$ cat src/rtl/pwm_pkg.sv
// Shared constants for the multi-channel PWM block: mode encodings, defaults and select decoding.
package pwm_pkg;

    localparam logic MODE_EDGE   = 1'b0;
    localparam logic MODE_CENTER = 1'b1;

    localparam int DEF_N_CH  = 4;
    localparam int DEF_WIDTH = 10;

    // The period shadow sits at the select value just past the last channel.
    function automatic int sel_period(input int n_ch);
        return n_ch;
    endfunction

endpackage

$ cat src/rtl/pwm_multicanal_if.sv
// Shadow-register write bus: one write per cycle, always accepted, wr_err flags a bad select.
interface pwm_multicanal_if
    import pwm_pkg::*;
#(
    parameter int N_CH  = DEF_N_CH,
    parameter int WIDTH = DEF_WIDTH
);
    localparam int SEL_W = $clog2(N_CH + 1);

    logic             wr_valid;
    logic [SEL_W-1:0] wr_sel;
    logic [WIDTH-1:0] wr_data;
    logic             wr_err;

    modport master (output wr_valid, output wr_sel, output wr_data, input wr_err);
    modport slave  (input wr_valid, input wr_sel, input wr_data, output wr_err);

endinterface

$ cat src/rtl/pwm_canal.sv
// One PWM channel: duty shadow, duty active (loaded on boundary) and registered comparator.
module pwm_canal
    import pwm_pkg::*;
#(
    parameter int WIDTH = DEF_WIDTH
) (
    input  logic             clk,
    input  logic             reset,
    input  logic             wr_en,
    input  logic [WIDTH-1:0] wr_data,
    input  logic             load,
    input  logic [WIDTH-1:0] count,
    input  logic             run,
    output logic             pwm
);

    logic [WIDTH-1:0] d_shd_q, d_shd_d;
    logic [WIDTH-1:0] d_act_q, d_act_d;
    logic             pwm_q, pwm_d;

    // Compare uses the duty active during this cycle; a load on the same edge applies next period.
    always_comb begin
        d_shd_d = wr_en ? wr_data : d_shd_q;
        d_act_d = load ? d_shd_q : d_act_q;
        pwm_d   = run && (count < d_act_q);
    end

    always_ff @(posedge clk) begin
        if (reset) begin
            d_shd_q <= '0;
            d_act_q <= '0;
            pwm_q   <= 1'b0;
        end else begin
            d_shd_q <= d_shd_d;
            d_act_q <= d_act_d;
            pwm_q   <= pwm_d;
        end
    end

    assign pwm = pwm_q;

endmodule

$ cat src/rtl/pwm_multicanal.sv
// Multi-channel PWM: shared edge/center-aligned period counter, per-channel duty compare.
// Period, duty and mode changes land only at the period boundary so outputs never glitch.
module pwm_multicanal
    import pwm_pkg::*;
#(
    parameter int N_CH  = DEF_N_CH,
    parameter int WIDTH = DEF_WIDTH,
    parameter int SEL_W = $clog2(N_CH + 1)
) (
    input  logic             clk,
    input  logic             reset,
    input  logic             enable,
    input  logic             mode,
    pwm_multicanal_if.slave  wr,
    output logic [N_CH-1:0]  pwm,
    output logic             period_tick,
    output logic [WIDTH-1:0] count
);

    localparam logic [1:0] ST_IDLE = 2'd0;
    localparam logic [1:0] ST_UP   = 2'd1;
    localparam logic [1:0] ST_DOWN = 2'd2;

    localparam logic [SEL_W-1:0] SEL_P = SEL_W'(sel_period(N_CH));

    logic [1:0]       state_q, state_d;
    logic [WIDTH-1:0] cnt_q, cnt_d;
    logic [WIDTH-1:0] p_act_q, p_act_d;
    logic [WIDTH-1:0] p_shd_q, p_shd_d;
    logic [WIDTH-1:0] p_last;
    logic             mode_act_q, mode_act_d;
    logic             err_q, err_d;
    logic             load, run, bnd;

    assign p_last = p_act_q - WIDTH'(1);

    // IDLE covers both "just enabled" and "period is zero": every IDLE cycle reloads from shadows.
    always_comb begin
        load    = 1'b0;
        run     = 1'b0;
        bnd     = 1'b0;
        cnt_d   = cnt_q;
        state_d = state_q;
        if (!enable) begin
            cnt_d   = '0;
            state_d = ST_IDLE;
        end else begin
            case (state_q)
                ST_IDLE: load = 1'b1;
                ST_UP: begin
                    run = 1'b1;
                    if (cnt_q == p_last) begin
                        if (mode_act_q == MODE_CENTER) state_d = ST_DOWN;
                        else                           bnd     = 1'b1;
                    end else begin
                        cnt_d = cnt_q + WIDTH'(1);
                    end
                end
                ST_DOWN: begin
                    run = 1'b1;
                    if (cnt_q == '0) bnd   = 1'b1;
                    else             cnt_d = cnt_q - WIDTH'(1);
                end
                default: state_d = ST_IDLE;
            endcase
            if (bnd) load = 1'b1;
            if (load) begin
                cnt_d   = '0;
                state_d = (p_shd_q != '0) ? ST_UP : ST_IDLE;
            end
        end
    end

    always_comb begin
        p_shd_d    = (wr.wr_valid && wr.wr_sel == SEL_P) ? wr.wr_data : p_shd_q;
        p_act_d    = load ? p_shd_q : p_act_q;
        mode_act_d = load ? mode : mode_act_q;
        err_d      = wr.wr_valid && (wr.wr_sel > SEL_P);
    end

    always_ff @(posedge clk) begin
        if (reset) begin
            state_q    <= ST_IDLE;
            cnt_q      <= '0;
            p_act_q    <= '0;
            p_shd_q    <= '0;
            mode_act_q <= MODE_EDGE;
            err_q      <= 1'b0;
        end else begin
            state_q    <= state_d;
            cnt_q      <= cnt_d;
            p_act_q    <= p_act_d;
            p_shd_q    <= p_shd_d;
            mode_act_q <= mode_act_d;
            err_q      <= err_d;
        end
    end

    for (genvar i = 0; i < N_CH; i++) begin : g_ch
        localparam logic [SEL_W-1:0] CH_SEL = SEL_W'(i);
        pwm_canal #(.WIDTH(WIDTH)) u_canal (
            .clk     (clk),
            .reset   (reset),
            .wr_en   (wr.wr_valid && (wr.wr_sel == CH_SEL)),
            .wr_data (wr.wr_data),
            .load    (load),
            .count   (cnt_q),
            .run     (run),
            .pwm     (pwm[i])
        );
    end

    // Tick flags the last cycle of the period itself, so it is decoded from the current state.
    assign period_tick = bnd && !reset;
    assign count       = cnt_q;
    assign wr.wr_err   = err_q;

endmodule

$ cat src/flat_wrapper.sv
// flat-port wrapper written by rule: the top's interface ports become plain ports
module pwm_multicanal_flat import pwm_pkg::*;
#(
    parameter int N_CH  = DEF_N_CH,
    parameter int WIDTH = DEF_WIDTH,
    parameter int SEL_W = $clog2(N_CH + 1)
)
  (clk, reset, enable, mode, pwm, period_tick, count, wr_wr_valid, wr_wr_sel, wr_wr_data, wr_wr_err);
  pwm_multicanal_if #(.N_CH(N_CH), .WIDTH(WIDTH)) wr_i ();
  input  logic clk;
  input  logic reset;
  input  logic enable;
  input  logic mode;
  output logic [N_CH-1:0] pwm;
  output logic period_tick;
  output logic [WIDTH-1:0] count;
  input wire logic [$bits(wr_i.wr_valid)-1:0] wr_wr_valid;
  input wire logic [$bits(wr_i.wr_sel)-1:0] wr_wr_sel;
  input wire logic [$bits(wr_i.wr_data)-1:0] wr_wr_data;
  output wire logic [$bits(wr_i.wr_err)-1:0] wr_wr_err;
  assign wr_i.wr_valid = wr_wr_valid;
  assign wr_i.wr_sel = wr_wr_sel;
  assign wr_i.wr_data = wr_wr_data;
  assign wr_wr_err = wr_i.wr_err;
  pwm_multicanal #(.N_CH(N_CH), .WIDTH(WIDTH), .SEL_W(SEL_W)) u_core (.clk(clk), .reset(reset), .enable(enable), .mode(mode), .wr(wr_i), .pwm(pwm), .period_tick(period_tick), .count(count));
endmodule
$ cat config.mk
export PLATFORM = sky130hd
export DESIGN_NAME = pwm_multicanal_flat
export DESIGN_NICKNAME = d
export VERILOG_FILES = /design/src/rtl/pwm_pkg.sv /design/src/rtl/pwm_multicanal_if.sv /design/src/rtl/pwm_canal.sv /design/src/rtl/pwm_multicanal.sv /design/src/flat_wrapper.sv
export SDC_FILE = /design/constraint.sdc
export NUM_CORES = 1
export LEC_CHECK = 0
export ABC_AREA = 1
export BUFFER_PORTS_ARGS = -buffer_cell sky130_fd_sc_hd__buf_2
export CORE_MARGIN = 2
export CORE_UTILIZATION = 55
export DETAILED_ROUTE_END_ITERATION = 10
export GPL_TIMING_DRIVEN = 0
export MAX_ROUTING_LAYER = met4
export PLACE_DENSITY = 0.79
export SLEW_MARGIN = 0
export SYNTH_ARGS = -nofsm -noshare
export SYNTH_HDL_FRONTEND = slang
export SYNTH_HIERARCHICAL = 1
export SYNTH_SLANG_ARGS = --single-unit
$ cat constraint.sdc
create_clock -name clk -period 3 [get_ports clk]
set_input_delay 0.6 -clock clk [delete_from_list [all_inputs] [get_ports clk]]
set_output_delay 0.6 -clock clk [all_outputs]
set_load 0.02 [all_outputs]
Word-level counts from Yosys, hierarchy flattened:

Cells that the tools add are included.

* bits of input ports: 18
* logic and storage cells: 82
* flip-flop bits (word level): 118
* output and inout port bits: 16

* reduce and logical (&&, ||, !) cells: 23
* magnitude comparators: 5
* $add $sub $neg: 3
* bitwise gates (word level): 1
* equal/unequal tests: 12
* mux-type cells: 20

Operators by type and width (count)
* 10-bit < comparator: 4
* 10-bit two-way mux: 2
* 10-bit one-hot mux with 2 select lines: 1
* 10-bit by 1-bit subtractor with 10-bit output, second input constant: 2
* 1-bit two-way mux: 12
* 1-bit logical AND: 11
* 10-bit by 1-bit adder with 10-bit output, second input constant: 1
* 10-bit equality test: 1
* 10-bit zero test: 1
* 10-bit nonzero test: 1
* 3-bit by 2-bit equality test with 1-bit output, second input constant: 2
* 2-bit two-way mux: 3
* 3-bit by 1-bit inequality test with 1-bit output, second input constant: 2
* 3-bit AND reduction: 2
* 2-bit OR reduction: 3
* 2-bit inequality test, second input constant: 2
* 2-bit one-hot mux with 2 select lines: 1
* 3-bit by 1-bit equality test with 1-bit output, second input constant: 1
* 3-bit equality test, second input constant: 1
* 3-bit > comparator, second input constant: 1
* 3-bit zero test: 1
* 3-bit OR reduction: 1
* 2-bit by 1-bit equality test with 1-bit output, second input constant: 1
* 2-bit equality test, second input constant: 1
* other kinds (6): 6

Logic depth before layout (Yosys ltp):

* depth after elaboration: 9
* mapped depth: 18
* gate-level depth less buffers: 17

Hierarchy:

The synthesis kept the hierarchy.

Modules (own cells, without submodules)
* pwm_canal: area an instance 962.2 um^2, sequential area each 420.4 um^2, times used 4, cells each 125
* pwm_multicanal: area an instance 2312.2 um^2, sequential area each 680.7 um^2, times used 1, cells each 351

Least setup slack after synthesis:

No wires, ideal clock.

* path type: register to output
* from: register u_core.cnt_q[1] (netlist: u_core/count[1])
* to: output period_tick
* stages on the path, launching flop included: 13
* buffers on the path: 0
* path slack: 0.482 ns
* data arrival time: 1.918 ns
* data required time: 2.400 ns
* cells stage by stage: dfxtp_1 > inv_1 > nand2_1 > nand2_1 > nor2_1 > nand3_1 > nor2_1 > nand2_1 > nor2_4 > nand4_2 > nand2_2 > nand2_4 > nor3_1

* word-level cells in the longest chain between the ends: 6
* elaborated cells on any way between the ends: 8
* those cells by class: eq/ne: 1; mux: 5; reduce/logical: 2

RTL lines
* from (decl): RTL line pwm_multicanal.sv:27 `logic [WIDTH-1:0] cnt_q, cnt_d;`
* from (signal assigned): RTL line pwm_multicanal.sv:91 `cnt_q <= cnt_d;`
* 10-bit equality test / 10-bit zero test (equally long branches): RTL line pwm_multicanal.sv:52, pwm_multicanal.sv:61
* 1-bit two-way mux (on tied branches): RTL line pwm_multicanal.sv:52, pwm_multicanal.sv:61
* 1-bit one-hot mux with 2 select lines (*): RTL line pwm_multicanal.sv:48 `case (state_q)`
* 1-bit two-way mux (*) (2 in a row): RTL line pwm_multicanal.sv:44 `if (!enable) begin`
* 1-bit logical AND (*): RTL line pwm_multicanal.sv:114 `assign period_tick = bnd && !reset;`
* to (decl): RTL line flat_wrapper.sv:15 `output logic period_tick;`

Mark *: on every way between the ends. The rest lies on a longest branch, timed or not. The select of a mux whose other input is x is not followed.

Final worst setup path:

* from: register u_core.p_act_q[0]
* to: output period_tick

* word-level cells in the longest chain between the ends: 7

RTL lines
* from (decl): RTL line pwm_multicanal.sv:28 `logic [WIDTH-1:0] p_act_q, p_act_d;`
* from (signal assigned): RTL line pwm_multicanal.sv:92 `p_act_q <= p_act_d;`
* 10-bit by 1-bit subtractor with 10-bit output: RTL line pwm_multicanal.sv:35 `assign p_last = p_act_q - WIDTH'(1);`
* 10-bit equality test: RTL line pwm_multicanal.sv:52 `if (cnt_q == p_last) begin`
* 1-bit two-way mux: RTL line pwm_multicanal.sv:52
* 1-bit one-hot mux with 2 select lines: RTL line pwm_multicanal.sv:48
* 1-bit two-way mux (2 in a row): RTL line pwm_multicanal.sv:44
* 1-bit logical AND: RTL line pwm_multicanal.sv:114

No other way between the ends. The select of a mux whose other input is x is not followed.

==> results_dict.tcl <==
set metrics [dict create \
    outcome "finished, final reports clean" \
    numCtsBuffers 17 \
    max_cap_viol_count 0 \
    diodes 0 \
    post-dp-hpwl_um 9940 \
    crit_required_ns 2.40 \
    finalPower_uw 4370 \
    grt_max_degree 17 \
    pre_cts_slack_ns -0.0813 \
    wl_per_cell_um 14.1 \
    r2r_cells 19 \
    min_from "wr_wr_sel[2]" \
    grt_pass1_vias 5052 \
    synth_seq_cells 118 \
    syn_area_um2 6160 \
    die_y_um 110 \
    pin_count 34 \
    timing.reg2reg.setup_slack_ns 0.20 \
    fmax_ghz 0.342 \
    core_area_um2 10900 \
    worst_clock_skew_ns 0.0127 \
    power_leakage_uw 0.00336 \
    synth_cell_type_count 38 \
    crit_path_max_fanout 2 \
    totalWireLength_um 15000 \
    hold_depth 3 \
    syn_nets 918 \
    drt_iter0_markers 322 \
    die_area_um2 12100 \
    power_density_nw_per_um2 603 \
    root_buffer "clkbuf_8" \
    dp_cells 1024 \
    finalCritPeriodShare 0.975 \
    yosys_warnings 6 \
    ant_nets 0 \
    portBuffers 33 \
    final_cell_mix "nor2_1, nand2_1, dfxtp_1, inv_1, o21ai_0" \
    path_clk_slew_ns 0.06 \
    grt.overflow.total 0 \
    hold_viol_final 0 \
    worstReg2RegStart "u_core/p_act_q[0]" \
    period_needed_ns 2.93 \
    clock_latency_ns 0.53 \
    r2r-end "u_core/g_ch[0].u_canal/d_act_q[0]" \
    synthArstFlopShare 0 \
    tns_ns 0 \
    cts_max_level 4 \
    vias_per_cell 5.22 \
    gp_congestion 0.889 \
    cts.sinks 118 \
    area_growth_pct 17.6 \
    vdd_drop_max_v 0.000446 \
    fin_cells 1061 \
    finalSetupViolCount 0 \
    yosysSeqAreaShare 0.383 \
    die_x_um 110 \
    clockBufferDepth 2 \
    synth_flop_cell "dfxtp_1" \
    synthCells 851 \
    holdPathEnd "u_core/wr.wr_err" \
    worst_slew_pin_slew_ns 0.717 \
    grt_pass1_wl_um 24400 \
    setup_ws_ns 0.0744 \
    grt_usage 0.275 \
    critPathKind "reg2out" \
    critPathCaptureType "primary output" \
    antenna_found_initial 0 \
    rows 38 \
    worst_ep_arrival_time_ns 2.33 \
    start_kind "flop" \
    vias 5541 \
    synth_edf_count 0 \
    maxSlewViolCount 0 \
    rsz0062_at_grt "yes" \
    syn_area_per_cell_um2 7.24 \
    relSlewSlack 0.521 \
    cts_tree "built" \
    hold_class "in2reg" \
    dr.pass1.iters 5 \
    nets 975 \
    fin_util 0.665 \
    initial_core_util 0.566 \
    final_layout_size_suffix_gt1_frac 0.155 \
    drc 0 \
    final_common_cell "nor2_1" \
]
## worst max-delay path, cell delays in order, from the launching register on
cell and delay, ns:
dfxtp_2 0.35, inv_4 0.04, ha_4 0.26, inv_2 0.03, nand2_2 0.05, nand2_1 0.05, nor2_1 0.10, nand3_1 0.08
nor2_1 0.10, nand2_1 0.09, nor2_4 0.11, nand4_2 0.08, nand2_2 0.08, nand2_4 0.05, nor3_4 0.15, buf_6 0.14
## kinds of logic after synthesis
group                      count (synthesis)  synth area share
AOI/OAI and AO/OA                        187             0.158
xor gates and xnor gates                  14            0.0199
adders and majority gates                 49             0.101
buffers and inverters                    151             0.110
DFF                                      118             0.383
and+or+nand+nor                          332             0.228
## cell usage after synthesis, types with 3 or more instances
| cell | n | area [um2] |
|---|---|---|
| xor2_1 | 9 | 78.8 |
| clkinv_1 | 4 | 15.0 |
| a21boi_2 | 4 | 45.0 |
| clkbuf_2 | 4 | 20.0 |
| nand2_1 | 121 | 454 |
| nor2_1 | 138 | 518 |
| buf_2 | 3 | 15.0 |
| nand3_1 | 32 | 160 |
| nor4_1 | 3 | 18.8 |
| clkbuf_4 | 4 | 30.0 |
| o21ai_1 | 6 | 30.0 |
| inv_2 | 12 | 45.0 |
| nand4_1 | 8 | 50.1 |
| nor3_1 | 9 | 45.0 |
| nor2_2 | 8 | 50.1 |
| ha_1 | 48 | 601 |
| xnor2_1 | 5 | 43.8 |
| dfxtp_1 | 118 | 2360 |
| inv_1 | 109 | 409 |
| buf_6 | 10 | 113 |
| o21ai_0 | 92 | 460 |
| nand2_2 | 5 | 31.3 |
| a21oi_1 | 80 | 400 |
## registers in the layout (all words and copies together) (netlist names)
register	cells
u_core/count	10
u_core/g_ch.u_canal/d_act_q	40
u_core/g_ch.u_canal/d_shd_q	40
u_core/g_ch.u_canal/pwm	4
u_core/mode_act_q	1
u_core/p_act_q	10
u_core/p_shd_q	10
u_core/state_q	2
u_core/wr.wr_err	1
## metrics by stage
stage	hold WS (ns)	instance area (um2)
after detailed placement	0.452	6500
after global routing	0.351	7250
after floorplan	0.433	6160
after CTS	0.323	7230
final	0.345	7250
after global placement	0.446	6500
## cell type report
class	instances	area (um2)
Buffer	26	208
Clock buffer	22	453
Clock inverter	10	175
Fill cell	954	3640
Inverter	125	472
Multi-Input combinational cell	582	3170
Sequential cell	118	2380
Tap cell	140	175
Timing Repair Buffer	38	209
## worst max-delay path by stage
stage / startpoint / depth (start not counted) / to / slack [ns]
global placement: u_core/count[1] / 16 / u_core/g_ch[3].u_canal/d_act_q[0] / -0.07
finish: u_core/p_act_q[0] / 15 / period_tick / 0.07
floorplan: u_core/count[1] / 12 / period_tick / 0.48
detailed placement: u_core/count[5] / 14 / u_core/g_ch[3].u_canal/d_act_q[0] / -0.08
CTS: u_core/count[1] / 13 / period_tick / 0.003
global route: u_core/p_act_q[0] / 15 / period_tick / -0.11
## report_power, final
group          leakage, uW  switching (uW)  internal, uW
registers         0.000970            38.8          1650
logic              0.00207             331           196
clock network     0.000313             685          1470
total              0.00336            1060          3310
## routing by layer
layer  GRT usage  routed length (um)  vias to the layer above
met5           -                   0                        -
met4       0.107                 277                        0
met3      0.0616                 972                       29
met2       0.443                6900                      173
met1       0.336                6850                     2473
li1            -                   -                     2866
## what timing repair did
| item | 4_1_cts | 5_1_grt |
|---|---|---|
| pin swaps | 7 | 8 |
| endpoints found under the setup margin | 41 | 41 |
| hold endpoints to repair | 0 | 0 |
| hold buffers | 0 | 0 |
| resized for setup | 24 | 5 |
| buffers inserted | 4 | 1 |
Power figures use the tool's default switching activity.
